==> src/rtl/interp_pkg.sv <==
// Shared constants and state encoding for the interpolation gather/scatter paths.
package interp_pkg;

  localparam int DATA_W = 15;  // sample width, all lanes and the output word
  localparam int N_ROWS = 4;   // grid rows
  localparam int N_COLS = 2;   // grid columns
  localparam int BEATS  = 8;   // samples per block (N_ROWS * N_COLS)
  localparam int CNT_W  = 3;   // beat counter width
  localparam int ROW_W  = 2;   // row index width
  localparam int COL_W  = 1;   // column index width

  // Serializer control state: IDLE accepts a block, SEND drains it.
  typedef enum logic {
    IDLE = 1'b0,
    SEND = 1'b1
  } state_t;

  // True on the final beat of a block.
  function automatic logic is_last_beat(input logic [CNT_W-1:0] cnt);
    return cnt == CNT_W'(BEATS - 1);
  endfunction

endpackage

==> src/rtl/mux8_1_serializer_mux8_1.sv <==
// mux8_1: combinational 8:1 word select over a row-major 4x2 lane grid.
// Inverse of demux1_8; {row,col} picks lane index row*2+col.
module mux8_1
  import interp_pkg::*;
(
  input  logic [BEATS-1:0][DATA_W-1:0] lanes_i,
  input  logic [ROW_W-1:0]             row_i,
  input  logic                         col_i,
  output logic [DATA_W-1:0]            word_o
);

  logic [CNT_W-1:0]              sel;
  logic [BEATS-1:0][DATA_W-1:0]  masked;

  assign sel = {row_i, col_i};

  // One-hot gate each lane so the select is a flat AND-OR tree.
  for (genvar gi = 0; gi < BEATS; gi++) begin : g_lane
    assign masked[gi] = (sel == CNT_W'(gi)) ? lanes_i[gi] : '0;
  end

  // OR-reduce the gated lanes; at most one is non-zero.
  always_comb begin
    word_o = '0;
    for (int i = 0; i < BEATS; i++) begin
      word_o = word_o | masked[i];
    end
  end

endmodule

==> src/rtl/mux8_1_serializer.sv <==
// mux8_1_serializer: captures a 4x2 block of samples and streams it out one
// sample per beat in row-major order, with valid/ready on both sides.
module mux8_1_serializer
  import interp_pkg::*;
(
  input  logic              clk,
  input  logic              rst,
  input  logic              in_valid,
  output logic              in_ready,
  input  logic [DATA_W-1:0] in0_0,
  input  logic [DATA_W-1:0] in0_1,
  input  logic [DATA_W-1:0] in1_0,
  input  logic [DATA_W-1:0] in1_1,
  input  logic [DATA_W-1:0] in2_0,
  input  logic [DATA_W-1:0] in2_1,
  input  logic [DATA_W-1:0] in3_0,
  input  logic [DATA_W-1:0] in3_1,
  output logic              out_valid,
  input  logic              out_ready,
  output logic [DATA_W-1:0] out_data,
  output logic [ROW_W-1:0]  out_row,
  output logic              out_col,
  output logic              out_last
);

  state_t                       state_q;
  logic [CNT_W-1:0]             cnt_q;
  logic [CNT_W-1:0]             cnt_d;
  logic [BEATS-1:0][DATA_W-1:0] buf_q;
  logic [BEATS-1:0][DATA_W-1:0] buf_d;
  logic [BEATS-1:0][DATA_W-1:0] lanes_w;
  logic [DATA_W-1:0]            word_w;

  logic              out_valid_q;
  logic [DATA_W-1:0] out_data_q;
  logic [ROW_W-1:0]  out_row_q;
  logic              out_col_q;
  logic              out_last_q;

  logic last_beat;
  logic load;
  logic advance;
  logic done;

  // Lane grid flattened in beat order.
  assign lanes_w[0] = in0_0;
  assign lanes_w[1] = in0_1;
  assign lanes_w[2] = in1_0;
  assign lanes_w[3] = in1_1;
  assign lanes_w[4] = in2_0;
  assign lanes_w[5] = in2_1;
  assign lanes_w[6] = in3_0;
  assign lanes_w[7] = in3_1;

  // Upstream may load while idle, or in the same cycle the last beat drains,
  // which keeps back-to-back blocks gap-free.
  assign last_beat = is_last_beat(cnt_q);
  assign in_ready  = (state_q == IDLE) | ((state_q == SEND) & last_beat & out_ready);
  assign load      = in_valid & in_ready;
  assign advance   = (state_q == SEND) & out_ready & ~last_beat;
  assign done      = (state_q == SEND) & out_ready & last_beat;

  // Next buffer contents and beat index; the mux looks ahead at these so the
  // registered output word lines up with the registered counter.
  always_comb begin
    buf_d = load ? lanes_w : buf_q;
    cnt_d = cnt_q;
    if (load || done) begin
      cnt_d = '0;
    end else if (advance) begin
      cnt_d = cnt_q + CNT_W'(1);
    end
  end

  mux8_1 u_mux (
    .lanes_i (buf_d),
    .row_i   (cnt_d[CNT_W-1:1]),
    .col_i   (cnt_d[0]),
    .word_o  (word_w)
  );

  // Control FSM, block buffer and registered output beat.
  always_ff @(posedge clk) begin
    if (rst) begin
      state_q     <= IDLE;
      cnt_q       <= '0;
      buf_q       <= '0;
      out_valid_q <= 1'b0;
      out_data_q  <= '0;
      out_row_q   <= '0;
      out_col_q   <= 1'b0;
      out_last_q  <= 1'b0;
    end else begin
      buf_q <= buf_d;
      cnt_q <= cnt_d;
      if (load || advance) begin
        state_q     <= SEND;
        out_valid_q <= 1'b1;
        out_data_q  <= word_w;
        out_row_q   <= cnt_d[CNT_W-1:1];
        out_col_q   <= cnt_d[0];
        out_last_q  <= is_last_beat(cnt_d);
      end else if (done) begin
        state_q     <= IDLE;
        out_valid_q <= 1'b0;
        out_last_q  <= 1'b0;
      end
    end
  end

  assign out_valid = out_valid_q;
  assign out_data  = out_data_q;
  assign out_row   = out_row_q;
  assign out_col   = out_col_q;
  assign out_last  = out_last_q;

endmodule

==> config.mk <==
export PLATFORM = sky130hd
export DESIGN_NAME = mux8_1_serializer
export DESIGN_NICKNAME = d
export VERILOG_FILES = /design/src/rtl/interp_pkg.sv /design/src/rtl/mux8_1_serializer_mux8_1.sv /design/src/rtl/mux8_1_serializer.sv
export SDC_FILE = /design/constraint.sdc
export NUM_CORES = 1
export LEC_CHECK = 0
export BUFFER_PORTS_ARGS = -buffer_cell sky130_fd_sc_hd__buf_2
export CORE_MARGIN = 4
export CORE_UTILIZATION = 47
export DETAILED_ROUTE_END_ITERATION = 6
export HOLD_SLACK_MARGIN = 0.03
export MAX_ROUTING_LAYER = met4
export PLACE_DENSITY = 0.7
export SETUP_SLACK_MARGIN = 0.4
export SLEW_MARGIN = 5
export SYNTH_ARGS = -nofsm -noshare
export SYNTH_HDL_FRONTEND = slang
export SYNTH_HIERARCHICAL = 1
export SYNTH_SLANG_ARGS = --single-unit
==> constraint.sdc <==
create_clock -name clk -period 3.9 [get_ports clk]
set_clock_uncertainty 0.15 [all_clocks]
set_input_delay 0.78 -clock clk [delete_from_list [all_inputs] [get_ports clk]]
set_output_delay 0.78 -clock clk [all_outputs]
set_load 0.02 [all_outputs]
==> flow_summary.toml <==
[run_status]
status = "finished, final reports clean"

[route]
drt_iter0_markers = 628
via_count = 6516
drt_pass1_iterations = 6
wl_per_cell_um = 18.2
ant_nets = 0
finalWirelength_mm = 21.1
drc_errors = 0
routed_via_density = 5.63

[logic_synthesis]
synthesis.area_sq_um = 7480
synth_xor_area_frac = 0
synth_area_leader_cell = "dfxtp_1"
synthTopCellsByArea = "dfxtp_1 (38%), mux4_1 (11%), a21oi_1 (8.4%), nand3_2 (8.0%), nand2_1 (6.2%)"
ys_seq_area_frac = 0.383
synth-simple-area-share = 0.222
synth_fa_ha_area_frac = 0.00335
synth_compound_area_frac = 0.178
synth_top_family_by_area = "simple AND/OR/NAND/NOR gates"
syn_avg_cell_area_sq_um = 8.93
synth.net_count = 963
synthMuxAreaShare = 0.148
netlist_instances = 837
synth.distinct_cells = 33
yosys_warnings = 6
ys_ff_latch = 143
yosysTopAreaCellShare = 0.383

[grt]
grt_util_all_layers = 0.237
grt_max_degree = 122
grt_pass1_wl_mm = 32.1
gr-total-overflow = 0
grt_pass1_vias = 5914
antenna_found_initial = 0

[sta]
relSlewSlack = 0.296
finalSetupViolCount = 0
finalSetupTns_ps = 0
hold_viol_final = 0
rsz0062_at_grt = "false"
tightest_slew_ps = 1060
fmax_mhz = 305
final_max_slew_viol_count = 0
min_period_ps = 3280
period_share = 0.840

[floorplanning]
rows = 45
num_io_pins = 145
start_util = 0.486
die_y_um = 134
die_w_um = 134
die_area_sq_um = 18000
coreArea_sq_um = 15400

[final_layout]
drive_above_1_share = 0.285
final_area_sq_um = 8760
syn_to_final_growth_pct = 17.2
diodes = 0
nets = 1060

[pwr]
ir_worst_vdd_uv = 343
netSwitchingFraction = 0.273
pwr-share-comb = 0.192
fin_total_pwr_mw = 4.09
power_density_nw_per_um2 = 467
p_switching_mw = 1.12
clkPwrFrac = 0.418
power_leakage_nw = 4.02
power.internal_mw = 2.97
sequentialPowerShare = 0.390

[clocking]
cts_buffers = 17
ctsRootBufferMaster = "clkbuf_16"
clk-insertion-delay-late_ps = 420
htreeDepth = 4
ctsHoldBuffers = 0
clockBufferDepth = 2
path_clk_slew_ps = 60
cts_setup_buffers = 0
cts_tree = "built"
cts_sinks = 143
cts.repair.resized = 0

[placed_design]
globalplace.congestion = 0.834
placed_area_sq_um = 8140
dp_hpwl_mm = 15.0
io_buffer_count = 144

[worst_setup_path]
crit_arrival_ps = 3400
cp_max_fo = 70
cp-start-kind = "register"
cp-end-kind = "register"
worstSetupPathType = "register to register"
worstPathRequired_ps = 4030

[run]
cap_violations = 0

[worst_hold_path]
hold_path_class = "register to register"
[metrics by stage]
step	hold slack [ps]	setup WS, ps	cells	utilization
3_3_place_gp	310	598	1126	0.530
6_report	326	623	1157	0.570
4_1_cts	332	637	1157	0.570
5_1_grt	346	506	1157	0.570
2_1_floorplan	325	827	837	-
3_5_place_dp	316	514	1126	0.530
[routing by layer]
metal / GRT usage / wire [um] / vias up / share of wire
met5: - / 0 / - / 0
met4: 0.0600 / 286 / 0 / 0.014
met3: 0.0491 / 1520 / 28 / 0.072
met2: 0.347 / 9350 / 264 / 0.44
met1: 0.338 / 9900 / 3018 / 0.47
li1: - / - / 3206 / -
[critical path, cell delays in order (launching register included)]
cell and delay (ps):
dfxtp_1 340, ha_1 210, ha_1 250, a21boi_4 220
inv_4 110, buf_4 380, nand3_1 260, nand2_1 120
mux4_1 570, mux2_2 300, nand2b_1 90, mux2i_1 80
[power by group through the flow]
stage | clock network, mW | registers [mW] | logic, mW
6_report | 1.71 | 1.59 | 0.786
5_1_grt | 1.78 | 1.60 | 0.852
4_1_cts | 1.72 | 1.59 | 0.781
3_5_place_dp | 0 | 1.63 | 0.776
3_3_place_gp | 0 | 1.62 | 0.769
2_1_floorplan | 0 | 1.63 | 0.548
[flip-flops by register name, summed over array words and instances (netlist names)]
register	count
out_last	1
out_data	15
cnt_q	3
out_valid	1
out_col	1
out_row	2
buf_q	120
[cells in the mapped netlist (all sizes together)]
cell    instances
a211oi          1
a21boi          1
a21oi         126
a311oi          2
a31oi           4
buf            43
clkbuf         38
dfxtp         143
ha              2
inv             3
mux2           15
mux2i          15
mux4           30
nand2         123
nand2b         33
nand3         125
nand3b          2
nand4           1
nor2            1
nor2b           4
nor3            1
nor3b           1
o21ai         122
o21ba           1
[layout make-up]
cell class	instances	area [sq um]
flip-flops and latches	143	2860
clock inverters	11	164
clock buffers	20	457
fillers	1346	6610
repair buffers	159	863
multi-input cells	610	4140
inverters	3	16.3
well taps	211	264
[cells in the final DEF (no fill, tap or decap), drive strengths merged, types with 2 or more instances in the layout]
cell type / instances
a21oi: 126
a311oi: 2
a31oi: 4
buf: 159
bufinv: 4
clkbuf: 20
clkinv: 5
clkinvlp: 2
dfxtp: 143
ha: 2
inv: 3
mux2: 15
mux2i: 15
mux4: 30
nand2: 123
nand2b: 33
nand3: 125
nand3b: 2
nor2b: 4
o21ai: 122
[cells by family after synthesis]
kind of cell,after synthesis
buffers and inverters,84
adders and majority gates,2
AOI/OAI and AO/OA,257
DFF,143
muxes,60
and+or+nand+nor,291
[path summary, 6_finish.rpt]
| path | start | to | slack [ps] | cells past startpoint |
|---|---|---|---|---|
| worst max-delay path | cnt_q[0] | out_data[4] | 620 | 11 |
| worst min-delay path | out_last | out_last | 330 | 2 |
| worst min register to register | out_last | out_last | 330 | 2 |
| worst max register to register | cnt_q[0] | out_data[4] | 620 | 11 |
Note: power is estimated with default switching activity, not from simulation.
